==> src/rtl/sensor_poll_pkg.sv <==
// Shared definitions for the sensor poll arbiter.
//  - FSM state encodings (plain localparams so older tools and waveform scripts keep decoding them)
//  - completion status codes reported on the status port
//  - the request opcode placed in the upper bits of the request byte
//  - the XOR checksum used to validate response frames
package sensor_poll_pkg;

  localparam logic [2:0] StIdle    = 3'd0;
  localparam logic [2:0] StSend    = 3'd1;
  localparam logic [2:0] StWaitTx  = 3'd2;
  localparam logic [2:0] StWaitRsp = 3'd3;
  localparam logic [2:0] StCheck   = 3'd4;
  localparam logic [2:0] StFinish  = 3'd5;

  localparam logic [1:0] ST_OK      = 2'b00;
  localparam logic [1:0] ST_TIMEOUT = 2'b01;
  localparam logic [1:0] ST_CHKSUM  = 2'b10;
  localparam logic [1:0] ST_ADDR    = 2'b11;

  localparam logic [7:0] REQ_OPCODE = 8'h00;

  // Largest payload the checksum helper folds; DATA_BYTES must not exceed it.
  localparam int unsigned MaxDataBytes = 4;

  // seed ^ byte0 ^ byte1 ^ ... over the lowest n_bytes bytes of payload.
  function automatic logic [7:0] xor_checksum(input logic [7:0]  seed,
                                              input logic [31:0] payload,
                                              input int unsigned n_bytes);
    logic [7:0] acc;
    acc = seed;
    for (int unsigned i = 0; i < MaxDataBytes; i++) begin
      if (i < n_bytes) begin
        acc = acc ^ payload[i*8 +: 8];
      end
    end
    return acc;
  endfunction

endpackage

==> src/rtl/sensor_poll_arbiter_resp_timer.sv <==
// resp_timer: response-frame watchdog for the sensor poll arbiter.
// Counts clock cycles while enabled and flags expiry on the last allowed cycle.
// Ports:
//  clock   in  system clock
//  reset   in  synchronous, active-high
//  enable  in  count this cycle (arbiter is waiting for a response)
//  clear   in  restart the count from zero (takes priority over enable)
//  expired out high while enabled and the count has reached TIMEOUT_CYC-1
module resp_timer #(
  parameter int unsigned TIMEOUT_CYC = 500000000,
  localparam int unsigned CntW = (TIMEOUT_CYC > 1) ? $clog2(TIMEOUT_CYC) : 1
) (
  input  logic clock,
  input  logic reset,
  input  logic enable,
  input  logic clear,
  output logic expired
);

  logic [CntW-1:0] count_q;
  logic            at_limit;

  assign at_limit = (count_q == CntW'(TIMEOUT_CYC - 1));
  assign expired  = enable && at_limit;

  // Saturates at the limit so a stalled arbiter cannot wrap back to zero.
  always_ff @(posedge clock) begin
    if (reset || clear) begin
      count_q <= '0;
    end else if (enable && !at_limit) begin
      count_q <= count_q + CntW'(1);
    end
  end

endmodule

==> src/rtl/sensor_poll_arbiter.sv <==
// sensor_poll_arbiter: polls one of N_SENSORS sensors over an external byte UART.
// Sends one request byte, collects DATA_BYTES payload bytes plus a trailing XOR checksum,
// and reports the payload and a completion status to the custom-instruction side.
// Optional build macro RETRY_EN: failed attempts (timeout or bad checksum) are resent up to
// MAX_RETRY extra times before the failure is reported. Without it every failure finishes
// immediately.
// Ports:
//  clock    in   system clock
//  reset    in   synchronous, active-high; aborts any request without a done pulse
//  start    in   request strobe, honoured only when idle
//  req_addr in   sensor index, latched on an accepted start
//  tx_byte  out  request byte for uart_tx, stable from the send cycle until tx_done
//  tx_dv    out  one-cycle send strobe to uart_tx
//  tx_done  in   one-cycle completion pulse from uart_tx
//  rx_dv    in   received-byte strobe from uart_rx (ignored unless awaiting a response)
//  rx_byte  in   received byte
//  busy     out  high whenever a request is in progress
//  done     out  one-cycle completion pulse; result/status valid from this cycle
//  result   out  last good payload, first received byte in the MSBs
//  status   out  00 ok, 01 timeout, 10 checksum error, 11 address error
module sensor_poll_arbiter
  import sensor_poll_pkg::*;
#(
  parameter int unsigned N_SENSORS   = 32,
  parameter int unsigned DATA_BYTES  = 2,
  parameter logic [7:0]  CHK_SEED    = 8'h37,
  parameter int unsigned TIMEOUT_CYC = 500000000,
  parameter int unsigned MAX_RETRY   = 3,
  // One bit wider than the sensor index so out-of-range indices from the CPU are
  // representable and can be rejected rather than silently aliased.
  localparam int unsigned ADDR_W     = $clog2(N_SENSORS) + 1,
  localparam int unsigned RES_W      = 8 * DATA_BYTES
) (
  input  logic              clock,
  input  logic              reset,
  input  logic              start,
  input  logic [ADDR_W-1:0] req_addr,
  output logic [7:0]        tx_byte,
  output logic              tx_dv,
  input  logic              tx_done,
  input  logic              rx_dv,
  input  logic [7:0]        rx_byte,
  output logic              busy,
  output logic              done,
  output logic [RES_W-1:0]  result,
  output logic [1:0]        status
);

  localparam int unsigned FrameW = 8 * (DATA_BYTES + 1);
  localparam int unsigned IdxW   = $clog2(DATA_BYTES + 2);

  logic [2:0]        state_q, state_d;
  logic [ADDR_W-1:0] addr_q, addr_d;
  logic [IdxW-1:0]   idx_q, idx_d;
  logic [FrameW-1:0] frame_q, frame_d;
  logic [RES_W-1:0]  result_q, result_d;
  logic [1:0]        status_q, status_d;

  logic              fail;
  logic [1:0]        fail_code;
  logic              tmr_expired;
  logic [RES_W-1:0]  payload;
  logic [7:0]        computed_chk;

`ifdef RETRY_EN
  localparam int unsigned RetryW = (MAX_RETRY > 0) ? $clog2(MAX_RETRY + 1) : 1;
  logic [RetryW-1:0] retry_q, retry_d;
`endif

  // Frame buffer shifts bytes in at the bottom: payload ends up above the checksum byte.
  assign payload      = frame_q[FrameW-1:8];
  assign computed_chk = xor_checksum(CHK_SEED, 32'(payload), DATA_BYTES);

  resp_timer #(
    .TIMEOUT_CYC (TIMEOUT_CYC)
  ) u_resp_timer (
    .clock   (clock),
    .reset   (reset),
    .enable  (state_q == StWaitRsp),
    .clear   ((state_q == StWaitTx) && tx_done),
    .expired (tmr_expired)
  );

  always_comb begin
    state_d   = state_q;
    addr_d    = addr_q;
    idx_d     = idx_q;
    frame_d   = frame_q;
    result_d  = result_q;
    status_d  = status_q;
    fail      = 1'b0;
    fail_code = ST_OK;
`ifdef RETRY_EN
    retry_d   = retry_q;
`endif

    case (state_q)
      StIdle: begin
        if (start) begin
          if (32'(req_addr) < N_SENSORS) begin
            addr_d  = req_addr;
            state_d = StSend;
`ifdef RETRY_EN
            retry_d = '0;
`endif
          end else begin
            status_d = ST_ADDR;
            state_d  = StFinish;
          end
        end
      end

      StSend: state_d = StWaitTx;

      StWaitTx: begin
        if (tx_done) begin
          idx_d   = '0;
          state_d = StWaitRsp;
        end
      end

      StWaitRsp: begin
        if (rx_dv) begin
          frame_d = {frame_q[FrameW-9:0], rx_byte};
          idx_d   = idx_q + IdxW'(1);
        end
        // A byte that completes the frame wins over a simultaneous timeout.
        if (rx_dv && (idx_q == IdxW'(DATA_BYTES))) begin
          state_d = StCheck;
        end else if (tmr_expired) begin
          fail      = 1'b1;
          fail_code = ST_TIMEOUT;
        end
      end

      StCheck: begin
        if (computed_chk == frame_q[7:0]) begin
          result_d = payload;
          status_d = ST_OK;
          state_d  = StFinish;
        end else begin
          fail      = 1'b1;
          fail_code = ST_CHKSUM;
        end
      end

      StFinish: state_d = StIdle;

      default: state_d = StIdle;
    endcase

    if (fail) begin
`ifdef RETRY_EN
      if (retry_q < RetryW'(MAX_RETRY)) begin
        retry_d = retry_q + RetryW'(1);
        state_d = StSend;
      end else begin
        status_d = fail_code;
        state_d  = StFinish;
      end
`else
      status_d = fail_code;
      state_d  = StFinish;
`endif
    end
  end

  always_ff @(posedge clock) begin
    if (reset) begin
      state_q  <= StIdle;
      addr_q   <= '0;
      idx_q    <= '0;
      frame_q  <= '0;
      result_q <= '0;
      status_q <= ST_OK;
    end else begin
      state_q  <= state_d;
      addr_q   <= addr_d;
      idx_q    <= idx_d;
      frame_q  <= frame_d;
      result_q <= result_d;
      status_q <= status_d;
    end
  end

`ifdef RETRY_EN
  always_ff @(posedge clock) begin
    if (reset) begin
      retry_q <= '0;
    end else begin
      retry_q <= retry_d;
    end
  end
`endif

  // Strobes are masked by reset so an abort in the same cycle never reaches the UART or CPU.
  assign tx_dv   = (state_q == StSend) && !reset;
  assign done    = (state_q == StFinish) && !reset;
  assign busy    = (state_q != StIdle);
  assign tx_byte = REQ_OPCODE | 8'(addr_q);
  assign result  = result_q;
  assign status  = status_q;

endmodule
==> config.mk <==
export PLATFORM = sky130hd
export DESIGN_NAME = sensor_poll_arbiter
export DESIGN_NICKNAME = d
export VERILOG_FILES = /design/src/rtl/sensor_poll_pkg.sv /design/src/rtl/sensor_poll_arbiter_resp_timer.sv /design/src/rtl/sensor_poll_arbiter.sv
export SDC_FILE = /design/constraint.sdc
export NUM_CORES = 1
export LEC_CHECK = 0
export ABC_CLOCK_PERIOD_IN_PS = 6100
export CELL_PAD_IN_SITES_DETAIL_PLACEMENT = 1
export CELL_PAD_IN_SITES_GLOBAL_PLACEMENT = 1
export CORE_MARGIN = 2
export CORE_UTILIZATION = 25
export CTS_BUF_LIST = sky130_fd_sc_hd__clkbuf_4 sky130_fd_sc_hd__clkbuf_8
export DETAILED_ROUTE_END_ITERATION = 10
export PLACE_DENSITY = 0.53
export SLEW_MARGIN = 20
export SYNTH_ARGS = -nofsm -noshare
export SYNTH_HDL_FRONTEND = slang
export SYNTH_SLANG_ARGS = --single-unit
==> constraint.sdc <==
create_clock -name clock -period 6.1 [get_ports clock]
set_input_delay 1.22 -clock clock [delete_from_list [all_inputs] [get_ports clock]]
set_output_delay 1.22 -clock clock [all_outputs]
set_load 0.01 [all_outputs]
==> metrics.yaml, run 1 <==
cts:
  post_cts_buffers: 0
  cts_tree: "built"
  clockBufferDepth: 2
  h-tree-depth: 3
  cts-root-buf: "clkbuf_8"
  ctsResizeCount: 0
  ctsHoldBuffers: 0
  cts.sinks: 82
  numCtsBuffers: 9
  worst_skew_pair.late_latency_ps: 380
  clk_pin_slew_worst_paths_ps: 80
sta:
  finalClockSkew_ps: 11.9
  hold_viol: 0
  fin_crit_ps: 3630
  tns_ps: 0
  max_freq_mhz: 275
  setup_violations: 0
  layout_worst_path_cycle_share: 0.596
  slew_violations: 0
  rsz0062_at_grt: "no"
  worst_pin_slew_ps: 901
  slew_headroom: 0.399
synth:
  syn_area_per_cell_um2: 8.77
  yosys_warnings: 0
  netlist.area_leader.share: 0.438
  synth_mux_area_frac: 0.0588
  ys_top_cells_by_area: "dfxtp_1, nand2_1, a21oi_1, mux2i_1, nor2_1"
  synth_xor_area_frac: 0.0655
  synthArstFlopShare: 0
  synth_area_um2: 3750
  ys.flop_type: "dfxtp_1"
  synth-compound-area-share: 0.133
  synth-edff-count: 0
  synth_largest_area_cell: "dfxtp_1"
  synthCells: 427
  synth-adder-area-share: 0.00668
  ys_seq_elements: 82
  synth-seq-area-share: 0.438
  synth_top_family_by_area: "simple AND/OR/NAND/NOR gates"
  yosys.area_share.simple: 0.255
  synth.distinct_cells: 53
setup_path:
  crit_slowest_cell: "clkdlybuf4s50_1"
  r2r-start: "frame_q[8]"
  criticalPathCategory: "input port to output port"
  crit_chain: "buf_4, nor4b_1, clkdlybuf4s50_1"
  critPathRequiredTime_ps: 4880
  crit_path_max_incr_delay_ps: 590
  crit_fanout: 57
  critPathLaunchType: "input port"
  worstSetupEndpointType: "output port"
  r2r_slack_ps: 3570
  crit_arrival_ps: 2410
  r2r_cells: 5
  rr_endpoint: "result[8]"
floorplanning:
  die_h_um: 126
  core-area_um2: 14600
  io_pins: 48
  placementRows: 44
  start_util: 0.257
  die_area_um2: 16000
  die_w_um: 126
power_and_ir_drop:
  p_sw_frac: 0.275
  combPwrFrac: 0.115
  p_sw_mw: 0.297
  clkPwrFrac: 0.361
  pwr-share-seq: 0.523
  p_leak_nw: 1.58
  ir_drop_uv: 134
  p_int_mw: 0.785
  p_per_area_nw_per_um2: 241
cells_and_area:
  fillCellCount: 1687
  diodes: 0
  fin_util: 0.308
  drive_gt1_frac: 0.0711
  layout_commonest_cell: "dfxtp_1"
  area_growth_pct: 20.0
  fin_nets: 480
  final_cell_mix: "dfxtp_1, nand2_1, a21oi_1"
run_status:
  status: "complete, no violations"
detailed_routing:
  dr_total_vias: 3153
  firstDrtPassIters: 5
  wl_per_cell_um: 15.2
  antenna_left: 0
  totalWireLength_mm: 9.83
  vias_per_cell: 4.87
  drc: 0
  drt_iter0_drc: 144
grt:
  grt_start_max_net_pins: 58
  antenna_found_initial: 0
  grt_usage: 0.129
  grt_pass1_vias: 3140
  grt-ovfl-total: 0
  grt_pass1_wl_mm: 16.3
worst_hold_path:
  hold_start: "frame_q[2]"
  min_to: "frame_q[10]"
  hold_class: "flop to flop"
  whs_path_depth: 2
placement:
  gp_congestion: 0.701
  io_buffers: 45
  dpl.hpwl_mm: 6.69
run:
  drv_cap: 0
==> sequential cells by signal, summed over array words and instances, names as in the netlist <==
signal	cells
addr_q	6
frame_q	24
idx_q	2
result	16
state_q	3
status	2
u_resp_timer.count_q	29
==> metrics by stage <==
stage	setup WS, ps	cell area [µm²]	power, mW	hold slack [ps]	instances
after CTS	2190	4490	1.11	481	648
after global placement	2200	4300	0.703	464	632
final	2470	4500	1.08	478	648
after detailed placement	2200	4300	0.707	469	632
after global routing	2330	4500	1.14	510	648
after floorplan	3040	3750	0.657	447	428
==> worst max-delay path, delay by kind of cell <==
family                 cells  cell delay [ps]
buffers and inverters      2              880
AND/OR/NAND/NOR            1              310
==> cells by family after synthesis <==
group	count (synthesis)
AND/OR/NAND/NOR	184
flip-flops	82
multiplexers	22
adder cells (fa/ha/maj)	2
buffers and inverters	34
XOR/XNOR	15
AO/OA/AOI/OAI	87
other	1
==> cells in the mapped netlist (all sizes together) (3+ instances only) <==
cell type and n:
buf 10, or4 10, o21ai 15, nor4 6, xnor2 4, xnor3 5
nor2 39, nor4b 3, clkbuf 16, mux2i 22, inv 8, o31ai 9
and4 3, and2 5, a21oi 50, nand4 11, xor3 3, nand3 11
nand2 71, or3 10, and3 3, dfxtp 82, xor2 3
==> power by group through the flow <==
| stage | clock [mW] | combinational [mW] | sequential (mW) |
|---|---|---|---|
| final | 0.391 | 0.125 | 0.567 |
| after global routing | 0.431 | 0.139 | 0.570 |
| after CTS | 0.415 | 0.128 | 0.567 |
| after detailed placement | 0 | 0.127 | 0.580 |
| after global placement | 0 | 0.125 | 0.578 |
| after floorplan | 0 | 0.0887 | 0.569 |
==> worst max-delay path by stage <==
stage,cells after the start,startpoint,to
2_1_floorplan,2,reset,done
3_3_place_gp,3,reset,done
3_5_place_dp,3,reset,done
4_1_cts,3,reset,done
5_1_grt,3,reset,done
6_report,3,reset,done
==> layer usage <==
metal  routed length [µm]  track usage  share of wire
met4                  168       0.0485          0.017
met2                 4720        0.212           0.48
met1                 4620        0.162           0.47
met5                    0            0              0
met3                  315       0.0346          0.032
==> area by class of cell <==
type,count,area [µm²],share of cell area
Timing Repair Buffer,46,455,0.101
Inverter,8,30.0,0.00668
Clock inverter,3,23.8,0.00529
Tap cell,184,230,0.0512
Sequential cell,82,1640,0.365
Multi-Input combinational cell,312,1950,0.434
Clock buffer,13,166,0.0370
Note: power is estimated with default switching activity, not from simulation.
==> inputs of run 2 (changes only) <==
Settings changed: ABC_CLOCK_PERIOD_IN_PS 6100 to 3800.
Clock period 6.1 ns to 3.8 ns, I/O delays scaled along.
==> metrics.yaml, run 2 (synthesized netlist as in run 1, its figures left out) <==
cells_and_area:
  largest_register: "u_resp_timer.count_q"
  fin_util: 0.308  # -0.000514
  stdcell_count: 649  # +0.15%
  layout_commonest_cell: "dfxtp_1"
  largest_reg_flops: 29  # unchanged
  fin_nets: 481  # +0.21%
  area_growth_pct: 19.8
  drive_gt1_frac: 0.0731  # +0.00200
  final_cell_mix: "dfxtp_1, nand2_1, a21oi_1"
  diodes: 0  # unchanged
  fillCellCount: 1713  # +1.5%
setup_path:
  critPathRequiredTime_ps: 3040  # -1840 ps
  criticalPathCategory: "flop to output port"
  rr_endpoint: "result[13]"
  worstSetupEndpointType: "output port"
  crit_arrival_ps: 1950  # -460 ps
  r2r_slack_ps: 1320  # -2250 ps
  r2r_cells: 5  # unchanged
  crit_fanout: 9  # -84%
  critPathLaunchType: "flop"
  r2r-start: "frame_q[10]"
sta:
  tns_ps: 0  # unchanged
  slew_headroom: 0.387  # -0.0124
  timing.hold.ws_ps: 477  # -0.566 ps
  worst_pin_slew_ps: 919  # +18.5 ps
  finalClockSkew_ps: 16.0  # +4.15 ps
  layout_worst_path_cycle_share: 0.712
  hold_viol: 0  # unchanged
  setup_violations: 0  # unchanged
  fin_crit_ps: 2710
  slew_violations: 0  # unchanged
  rsz0062_at_grt: "no"
  max_freq_mhz: 369
cts:
  ctsResizeCount: 0  # unchanged
  ctsHoldBuffers: 0  # unchanged
  post_cts_buffers: 0  # unchanged
  h-tree-depth: 3  # unchanged
  clockBufferDepth: 2  # unchanged
  worst_skew_pair.late_latency_ps: 380  # about the same
  cts-root-buf: "clkbuf_8"
  numCtsBuffers: 9  # unchanged
  clk_pin_slew_worst_paths_ps: 90  # about the same
  cts_tree: "built"
  cts.sinks: 82  # unchanged
power_and_ir_drop:
  p_sw_mw: 0.492  # +65%
  p_leak_nw: 1.58  # about the same
  combPwrFrac: 0.118  # +0.003
  p_int_mw: 1.21  # +55%
  ir_drop_uv: 157  # +17%
  power_mw: 1.71  # +58%
  clkPwrFrac: 0.349  # -0.012
  p_per_area_nw_per_um2: 380  # +58%
  pwr-share-seq: 0.533  # +0.010
  p_sw_frac: 0.288  # +0.0136
worst_hold_path:
  min_to: "frame_q[10]"
  hold_start: "frame_q[2]"
  whs_path_depth: 2  # unchanged
  hold_class: "flop to flop"
floorplanning:
  placementRows: 44  # unchanged
  die_area_um2: 16000  # unchanged
  die_w_um: 126  # unchanged
  io_pins: 48  # unchanged
  die_h_um: 126  # unchanged
  start_util: 0.257  # unchanged
  core-area_um2: 14600  # unchanged
grt:
  grt_pass1_vias: 3256  # +3.7%
  antenna_found_initial: 0  # unchanged
  grt-ovfl-total: 0  # unchanged
  grt_start_max_net_pins: 44  # -24%
  grt_usage: 0.130  # +0.00105
  grt_pass1_wl_mm: 16.5  # +1.3%
placement:
  gp_congestion: 0.725  # +3.4%
  place_inst: 633  # +0.16%
  dpl.hpwl_mm: 6.87  # +2.7%
  io_buffers: 45  # unchanged
detailed_routing:
  drc: 0  # unchanged
  antenna_left: 0  # unchanged
  wl_per_cell_um: 15.2  # +0.13%
  drt_iter0_drc: 126  # -13%
  totalWireLength_mm: 9.86  # +0.28%
  dr_total_vias: 3128  # -0.79%
  vias_per_cell: 4.82  # -0.95%
  firstDrtPassIters: 4  # -1
run_status:
  status: "complete, no violations"
run:
  drv_cap: 0  # unchanged
run 2: layer usage:
layer  vias to the layer above  routed length (µm)  track usage  part of all wire
li1                       1564                   -            -                 -
met1                      1524                4780        0.163              0.48
met2                        31                4690        0.215              0.48
met3                         9                 271       0.0405             0.027
met4                         0                 116       0.0401             0.012
met5                         -                   0            0                 0
run 2: worst max path at each step:
stage	startpoint	to	slack, ps	depth (start not counted)
2_1_floorplan	reset	done	1660	2
3_3_place_gp	rx_dv	frame_q[1]	1180	4
3_5_place_dp	rx_dv	frame_q[1]	1170	4
4_1_cts	state_q[0]	done	1040	3
5_1_grt	state_q[0]	done	910	3
6_report	state_q[0]	done	1090	3
run 2: worst max-delay path, stage by stage, from the launching register on:
cell             delay [ps]
dfxtp_1                 500
inv_1                   160
nor4b_1                 320
clkdlybuf4s50_1         590
run 2: power by group through the flow:
stage / Combinational (mW) / Sequential [mW] / Clock, mW
6_report: 0.202 / 0.909 / 0.595
2_1_floorplan: 0.142 / 0.913 / 0
3_5_place_dp: 0.206 / 0.930 / 0
4_1_cts: 0.206 / 0.910 / 0.626
3_3_place_gp: 0.203 / 0.930 / 0
5_1_grt: 0.225 / 0.915 / 0.663
run 2: per-stage QoR:
stage               worst slack, ps  area [µm²]
detailed placement             1170        4310
floorplan                      1660        3750
global route                    905        4490
global placement               1180        4310
finish                         1090        4490
CTS                            1040        4490
run 2: final cells by class:
type,count,area [µm²],share of cell area
well taps,184,230,0.0513
inverters,8,30.0,0.00669
clock buffers,9,124,0.0276
flip-flops and latches,82,1640,0.366
multi-input cells,312,1950,0.434
repair buffers,47,460,0.103
clock inverters,7,53.8,0.0120
